==> src/rtl/rr_dispatch_pkg.sv <==
// Shared types and default frame geometry for the round-robin pixel dispatcher.
package rr_dispatch_pkg;

    typedef enum logic [1:0] {
        ST_IDLE,
        ST_SEARCH,
        ST_DRAIN,
        ST_DONE
    } state_e;

    localparam int DEF_X_MAX = 639;
    localparam int DEF_Y_MAX = 479;

endpackage

==> src/rtl/rr_dispatch_xy_scan_counter.sv <==
// Raster scan counter: steps (x,y) in line order on enable, returns to (0,0) after the last pixel.
module xy_scan_counter #(
    parameter int XW    = 10,
    parameter int YW    = 10,
    parameter int X_MAX = 639,
    parameter int Y_MAX = 479
) (
    input  logic          clk,
    input  logic          n_rst,
    input  logic          enable,
    input  logic          clear,
    output logic [XW-1:0] x,
    output logic [YW-1:0] y,
    output logic          last
);

    localparam logic [XW-1:0] XLAST = XW'(X_MAX);
    localparam logic [YW-1:0] YLAST = YW'(Y_MAX);

    logic [XW-1:0] x_q, x_d;
    logic [YW-1:0] y_q, y_d;

    always_comb begin
        x_d = x_q;
        y_d = y_q;
        if (clear) begin
            x_d = '0;
            y_d = '0;
        end else if (enable) begin
            if (x_q == XLAST) begin
                x_d = '0;
                y_d = (y_q == YLAST) ? '0 : y_q + 1'b1;
            end else begin
                x_d = x_q + 1'b1;
            end
        end
    end

    always_ff @(posedge clk or negedge n_rst) begin
        if (!n_rst) begin
            x_q <= '0;
            y_q <= '0;
        end else begin
            x_q <= x_d;
            y_q <= y_d;
        end
    end

    assign x    = x_q;
    assign y    = y_q;
    assign last = (x_q == XLAST) && (y_q == YLAST);

endmodule

==> src/rtl/rr_dispatch.sv <==
// Hands frame pixels to idle workers in round-robin order, one grant per cycle, then waits for all to finish.
module rr_dispatch
    import rr_dispatch_pkg::*;
#(
    parameter int NUM_W = 16,
    parameter int XW    = 10,
    parameter int YW    = 10,
    parameter int X_MAX = DEF_X_MAX,
    parameter int Y_MAX = DEF_Y_MAX
) (
    input  logic                      clk,
    input  logic                      n_rst,
    input  logic                      start,
    input  logic [NUM_W-1:0]          jw_dp_ready,
    output logic [NUM_W-1:0]          dp_jw_start,
    output logic [NUM_W-1:0][XW-1:0]  x_reg,
    output logic [NUM_W-1:0][YW-1:0]  y_reg,
    output logic                      busy,
    output logic                      frame_done
);

    localparam int PW = (NUM_W > 1) ? $clog2(NUM_W) : 1;

    state_e                   state_q;
    logic [PW-1:0]            rr_ptr_q;
    logic [NUM_W-1:0]         claimed_q, claimed_d;
    logic [NUM_W-1:0]         start_q;
    logic [NUM_W-1:0][XW-1:0] x_q;
    logic [NUM_W-1:0][YW-1:0] y_q;
    logic                     busy_q;
    logic                     done_q;

    logic [NUM_W-1:0]         eligible;
    logic [PW:0]              pick;
    logic                     grant_vld;
    logic [PW-1:0]            grant_idx;
    logic                     search_grant;
    logic [NUM_W-1:0]         grant_oh;

    logic [XW-1:0]            scan_x;
    logic [YW-1:0]            scan_y;
    logic                     scan_last;

    // First set bit of elig at or after ptr, wrapping; MSB of the result flags a hit.
    function automatic logic [PW:0] rr_pick(input logic [NUM_W-1:0] elig,
                                            input logic [PW-1:0]    ptr);
        logic [PW:0]   res;
        logic [PW-1:0] sel;
        int            idx;
        res = '0;
        for (int i = 0; i < NUM_W; i++) begin
            idx = int'(ptr) + i;
            if (idx >= NUM_W) begin
                idx = idx - NUM_W;
            end
            sel = PW'(idx);
            if (!res[PW] && elig[sel]) begin
                res = {1'b1, sel};
            end
        end
        return res;
    endfunction

    always_comb begin
        eligible     = jw_dp_ready & ~claimed_q;
        pick         = rr_pick(eligible, rr_ptr_q);
        grant_vld    = pick[PW];
        grant_idx    = pick[PW-1:0];
        search_grant = (state_q == ST_SEARCH) && grant_vld;
        grant_oh     = '0;
        grant_oh[grant_idx] = search_grant;
    end

    // A claim lasts until the worker is seen not ready, so a slow ready drop cannot earn a second pixel.
    always_comb begin
        claimed_d = (claimed_q & jw_dp_ready) | grant_oh;
    end

    xy_scan_counter #(
        .XW    (XW),
        .YW    (YW),
        .X_MAX (X_MAX),
        .Y_MAX (Y_MAX)
    ) u_scan (
        .clk    (clk),
        .n_rst  (n_rst),
        .enable (search_grant),
        .clear  (state_q == ST_IDLE),
        .x      (scan_x),
        .y      (scan_y),
        .last   (scan_last)
    );

    always_ff @(posedge clk or negedge n_rst) begin
        if (!n_rst) begin
            state_q   <= ST_IDLE;
            rr_ptr_q  <= '0;
            claimed_q <= '0;
            start_q   <= '0;
            x_q       <= '0;
            y_q       <= '0;
            busy_q    <= 1'b0;
            done_q    <= 1'b0;
        end else begin
            claimed_q <= claimed_d;
            start_q   <= grant_oh;
            done_q    <= 1'b0;

            if (search_grant) begin
                x_q[grant_idx] <= scan_x;
                y_q[grant_idx] <= scan_y;
                rr_ptr_q       <= (grant_idx == PW'(NUM_W - 1)) ? '0 : grant_idx + 1'b1;
            end

            case (state_q)
                ST_IDLE: begin
                    if (start) begin
                        state_q <= ST_SEARCH;
                        busy_q  <= 1'b1;
                    end
                end
                ST_SEARCH: begin
                    if (search_grant && scan_last) begin
                        state_q <= ST_DRAIN;
                    end
                end
                ST_DRAIN: begin
                    if ((&jw_dp_ready) && (claimed_q == '0)) begin
                        state_q <= ST_DONE;
                        done_q  <= 1'b1;
                    end
                end
                ST_DONE: begin
                    state_q <= ST_IDLE;
                    busy_q  <= 1'b0;
                end
                default: begin
                    state_q <= ST_IDLE;
                    busy_q  <= 1'b0;
                end
            endcase
        end
    end

    assign dp_jw_start = start_q;
    assign x_reg       = x_q;
    assign y_reg       = y_q;
    assign busy        = busy_q;
    assign frame_done  = done_q;

endmodule

==> config.mk <==
export PLATFORM = sky130hd
export DESIGN_NAME = rr_dispatch
export DESIGN_NICKNAME = d
export VERILOG_FILES = /design/src/rtl/rr_dispatch_pkg.sv /design/src/rtl/rr_dispatch_xy_scan_counter.sv /design/src/rtl/rr_dispatch.sv
export SDC_FILE = /design/constraint.sdc
export NUM_CORES = 1
export LEC_CHECK = 0
export ABC_AREA = 1
export CAP_MARGIN = 25
export CELL_PAD_IN_SITES_DETAIL_PLACEMENT = 0
export CELL_PAD_IN_SITES_GLOBAL_PLACEMENT = 1
export CORE_AREA = 10 10 209 211
export DETAILED_ROUTE_END_ITERATION = 12
export DIE_AREA = 0 0 219 221
export DONT_BUFFER_PORTS = 1
export PLACE_DENSITY_LB_ADDON = 0.05
export SLEW_MARGIN = 20
export SYNTH_ARGS = -nofsm -noshare
export SYNTH_HDL_FRONTEND = slang
export SYNTH_SLANG_ARGS = --single-unit
==> constraint.sdc <==
create_clock -name clk -period 5.7 [get_ports clk]
set_clock_uncertainty 0.1 [all_clocks]
set_input_delay 0.855 -clock clk [delete_from_list [all_inputs] [get_ports clk]]
set_output_delay 0.855 -clock clk [all_outputs]
set_load 0.005 [all_outputs]
======== After elaboration in Yosys (flattened, before gate mapping) ========
Index checks and enable logic that the tools add are counted.
operators by class
  $add $sub $neg .......................... 34
  order comparisons ....................... 34
  equality and inequality tests ........... 9
  mux-type cells .......................... 86
  bitwise operators ....................... 5
  reduce and logical (&&, ||, !) cells .... 44
operators with widths
  cell                   number
  $bwmux 160             2
  $lt 4x5->1 const B     17
  $mux 10                8
  $mux 5                 16
  $ge 5x5->1 const B     15
  $mux 4                 17
  $bmux 1 s4             16
  $sub 4x1->4 const B    16
  $and 16x16->16         3
  $add 4x4->5 const B    8
  $demux 10 s4           1
  $add 10x1->10 const B  2
  $add 4x3->5 const B    4
  $logic_and 1x1->1      20
  $mux 1                 20
  $logic_not 16->1       1
  $not 16->16            1
  $or 16x16->16          1
  $reduce_and 16->1      1
  $logic_not 1->1        15
  $add 4x2->5 const B    2
  $eq 10x10->1 const B   1
  $eq 10x9->1 const B    1
  $pmux 2 s4             1
  other kinds (16)       23
word-level totals
  register bits after elaboration ......... 380
  input bits .............................. 19
  output and inout port bits .............. 338
  word-level logic and storage cells ...... 252

======== Logic depth before layout (Yosys ltp) ========
Gate-level depths: netlist (run 1).
  depth after elaboration ................. 56
  gate-level depth with buffers ........... 33
  gate-level depth less buffers ........... 29

======== By module ========
From an unflattened synthesis (run 1), not the netlist that was laid out.
second synthesis, totals
  cell total of the unflattened synthesis .. 1778
  area total of the unflattened synthesis .. 16225.6 um^2
modules (own cells, without submodules)
  module           times used  cells an instance  area an instance (um^2)  seq. area each (um^2)
  rr_dispatch      1           1621               15048.2                  9008.6
  xy_scan_counter  1           157                1177.4                   500.5

======== Worst setup path before layout (run 1) ========
Ideal clock, no wire load.
  path kind ............................... reg-to-reg
  start ................................... register rr_ptr_q[1]
  end ..................................... register y_q (netlist bit y_reg[32])
  setup time .............................. 0.136 ns
  data arrival time ....................... 4.270 ns
  data required time ...................... 5.464 ns
  slack ................................... 1.194 ns
  cell stages (with the launch flop) ...... 28
  buffers on the path ..................... 4
  clock period less this slack ............ 4.506 ns
  cell sequence ........................... dfrtp_1 > clkbuf_1 > inv_1 > buf_2 > ha_1 > inv_1 > clkbuf_1 > nand3_1 > nand3_1 > nand3_1 > nand2_2 > nand3_2 > nor2_4 > nand4_2 > nor2_4 > nand4_4 > nor2_4 > nand4_1 > nor2_2 > nor2_1 > a21boi_0 > ha_1 > inv_1 > nor2_1 > nand2_1 > buf_2 > nand2_1 > o21ai_0
on the way
  word-level cells in the longest chain between the ends .. 55
  elaborated cells between the ends (all ways) .. 148
  classes of those cells .................. add/sub (31); order compare (18); mux (67); reduce/logical (32)
RTL lines
  what                                                                   line                RTL
  from (decl)                                                            rr_dispatch.sv:25   logic [PW-1:0] rr_ptr_q;
  from (signal assigned)                                                 rr_dispatch.sv:112  rr_ptr_q <= (grant_idx == PW'(NUM_W - 1)) ? '0 : grant_idx + 1'b1;
  parallel branches: the longest is 49 deep, another holds $add 4x1->5   n/a
  $mux 5 *                                                               rr_dispatch.sv:57   if (!res[PW] && elig[sel]) begin
  $lt 4x5->1 (implied by the code) / $ge 4x1->1 (equally long branches)  rr_dispatch.sv:111  y_q[grant_idx] <= scan_y;
  $logic_and 1x1->1 (implied by the code)                                rr_dispatch.sv:111
  $mux 10 (implied by the code)                                          rr_dispatch.sv:111
  $demux 10 s4                                                           rr_dispatch.sv:111
  $bwmux 160                                                             rr_dispatch.sv:111
  to (signal, indexed assignment)                                        rr_dispatch.sv:111
  to (decl)                                                              rr_dispatch.sv:29   logic [NUM_W-1:0][YW-1:0] y_q;
Every way passes the cells marked *. The select of a mux whose other input is x is not followed.
A chain may end at the register's enable or synchronous reset.

======== Worst setup path after layout (run 1) ========
  start ................................... register rr_ptr_q[2]
  end ..................................... register y_q (netlist bit y_reg[33])
The elaborated chain is that of the path after synthesis.

==> results of run 1 <==
[metrics by stage]
step	util	hold WS (ps)	total power, mW	area (um^2)
finish	0.453	-112	12.0	17900
global route	0.453	-143	13.0	17900
CTS	0.453	-130	12.1	17900
detailed placement	0.419	364	9.43	16500
global placement	0.419	359	9.44	16500
floorplan	-	344	7.58	16000
[metal layers]
layer,vias up,wire length [um]
met1,6001,22600
met5,-,0
li1,5808,-
met3,65,5190
met4,0,1040
met2,399,26500
[power groups by stage]
stage | Clock [mW] | Combinational, mW | Sequential [mW]
global placement | 0 | 5.07 | 4.36
floorplan | 0 | 3.64 | 3.94
CTS | 2.73 | 5.09 | 4.32
detailed placement | 0 | 5.08 | 4.35
global route | 2.84 | 5.76 | 4.39
finish | 2.66 | 5.08 | 4.29
[worst max-delay path, stage by stage (launching register included)]
cell and delay, ps:
dfrtp_1 480, inv_1 230, ha_1 550, inv_1 270, nand3_1 180, nand3_1 90
nand2_1 160, nand3_2 130, nor2_4 180, nand4_2 150, nor2_4 210, nand4_4 120
nor2_4 190, nand3_2 150, nand2_1 90, inv_1 40, nand2_1 50, nand2_1 70
a21boi_0 350, ha_1 220, inv_1 60, nor2_2 280, nand2_1 140, buf_4 270
nand2_1 100, o21ai_0 90
[cells by family after synthesis]
family          synth area share
simple gates               0.211
flops                      0.593
compound gates             0.118
buf+inv                   0.0585
fa+ha+maj                 0.0133
xor+xnor                 0.00640
[Yosys cell counts (2+ instances only)]
master,instances
ha_1,17
nand3_2,4
inv_2,15
clkinv_1,2
xor2_1,7
buf_2,74
clkbuf_1,30
dfrtp_1,380
nor4_1,4
nand4_1,33
a21oi_1,13
nand4_2,2
nand2_2,11
o21a_1,3
o21ai_1,256
a22oi_1,2
nand2_1,489
nor3b_1,5
nor2_4,4
nor2_1,64
nor2_2,2
inv_1,103
nand3_1,150
nor3_1,12
o21ai_0,91
[worst paths after layout]
path	startpoint	endpoint	depth (start not counted)
setup / recovery	rr_ptr_q[2]	y_reg[33]	25
setup reg to reg	rr_ptr_q[2]	y_reg[33]	25
min in group clk	jw_dp_ready[14]	claimed_q[14]	2
hold reg to reg	claimed_q[14]	claimed_q[14]	2
hold / removal	n_rst	x_reg[91]	0
max in group asynchronous	n_rst	claimed_q[12]	0
[cell type report]
type / instances / area (um^2)
clock buffer: 62 / 1250
clock inverter: 10 / 97.6
fill: 3879 / 21600
inverter: 120 / 450
multi-input combinational: 1181 / 5600
sequential: 380 / 9510
tap: 525 / 657
timing repair buffer: 29 / 318
[timing repair]
item                                    4_1_cts  5_1_grt
resized for setup                             0        3
endpoints found under the setup margin        0        5
endpoints found under the hold margin       380      332
==> results.sh, run 1 <==
export IMPL_cts_setup_buffers=0
export IMPL_cts_tree="built"
export IMPL_maxCapViolations=0
export IMPL_critPathCaptureType="register"
export IMPL_numCtsBuffers=42
export IMPL_p_sw_frac=0.465
export IMPL_placed_cells=2235
export IMPL_drive_gt1_frac=0.0780
export IMPL_die_x_um=219
export IMPL_tightest_slew_ps=1180
export IMPL_combPwrFrac=0.422
export IMPL_ys_top_cells_by_area="dfrtp_1 59%, nand2_1 11%, o21ai_1 8.0%"
export IMPL_power_frac_seq=0.357
export IMPL_drt_initial_drc_count=1258
export IMPL_postRouteAntennaNets=0
export IMPL_ys_warn_count=0
export IMPL_yosysUniqueCellTypes=38
export IMPL_drc=0
export IMPL_fin_crit_ps=5120
export IMPL_use_met1=0.285
export IMPL_hold_violations=92
export IMPL_tns_ps=0
export IMPL_wl_per_cell_um=24.0
export IMPL_met3_usage=0.0812
export IMPL_synth_top_cell_area_share=0.593
export IMPL_grt_pass1_vias=11700
export IMPL_yosysSeqAreaShare=0.593
export IMPL_syn_inst=1786
export IMPL_start_util=0.406
export IMPL_antenna_cells=0
export IMPL_vias=12300
export IMPL_use_met2=0.359
export IMPL_async_flop_share=1.00
export IMPL_hold_ws_ps=-112
export IMPL_outcome="complete, but fails checks"
export IMPL_root_buffer="clkbuf_16"
export IMPL_critPathArrivalTime_ps=5410
export IMPL_synth_edf_count=0
export IMPL_clkPwrFrac=0.221
export IMPL_path_clk_slew_ps=60
export IMPL_relSlewSlack=0.214
export IMPL_p_leak_nw=8.48
export IMPL_clk_latency_ps=560
export IMPL_area_growth_pct=11.5
export IMPL_worstSetupPathType="register to register"
export IMPL_clock_path_buffers=3
export IMPL_fp_row_count=73
export IMPL_final_cells=2307
export IMPL_p_sw_mw=5.59
export IMPL_drtPass1Iterations=6
export IMPL_grt_busiest_layer="met2"
export IMPL_hold_class="input pin to async pin"
export IMPL_p_int_mw=6.43
export IMPL_final_common_cell="nand2_1"
export IMPL_antenna_found_initial=0
export IMPL_place_gp_congestion=0.889
export IMPL_power_per_cell_area_nw_per_um2=672
export IMPL_slew_violations=0
export IMPL_io_pins=357
export IMPL_cts_sinks=380
export IMPL_dieArea_um2=48400
export IMPL_nets=1790
export IMPL_reg2reg_setup_slack_ps=580
export IMPL_synthesis_area_um2=16000
export IMPL_avgSynthCellArea_um2=8.97
export IMPL_final_setup_viol_count=0
export IMPL_portBuffers=0
export IMPL_critPathMaxFanout=41
export IMPL_die_h_um=221
export IMPL_final_cell_mix="488 x nand2_1, 380 x dfrtp_1, 256 x o21ai_1"
export IMPL_synth_ff_type="dfrtp_1"
export IMPL_critPathLaunchType="register"
export IMPL_setup_ws_ps=577
export IMPL_place_hpwl_mm=38.6
export IMPL_required_ps=5990
export IMPL_syn_nets=1822
export IMPL_wl_mm=55.3
export IMPL_drt_vias_per_instance=5.32
export IMPL_ys_ff_latch=380
export IMPL_core_um2=39500
export IMPL_grt_usage=0.225
export IMPL_synth_area_leader_cell="dfrtp_1"
export IMPL_grt_max_degree=381
export IMPL_period_share=0.899
export IMPL_grt_pass1_wl_mm=82.3
export IMPL_fmax_mhz=195
export IMPL_ir_drop_v=0.000269
export IMPL_htree_levels=2
export IMPL_dp_slack_ps=520
export IMPL_rsz0062_at_grt="false"
export IMPL_failed_checks="hold timing"
export IMPL_gr_total_overflow=0
Note: power is estimated with default switching activity, not from simulation.
==> run 2: changes to the inputs <==
--- a/config.mk
+++ b/config.mk
@@ -14,7 +14,6 @@
 export DIE_AREA = 0 0 219 221
 export DONT_BUFFER_PORTS = 1
 export PLACE_DENSITY_LB_ADDON = 0.05
-export SLEW_MARGIN = 20
 export SYNTH_ARGS = -nofsm -noshare
 export SYNTH_HDL_FRONTEND = slang
 export SYNTH_SLANG_ARGS = --single-unit
==> results of run 2 <==
No change in the layout: final DEF, timing and power equal those of run 1.
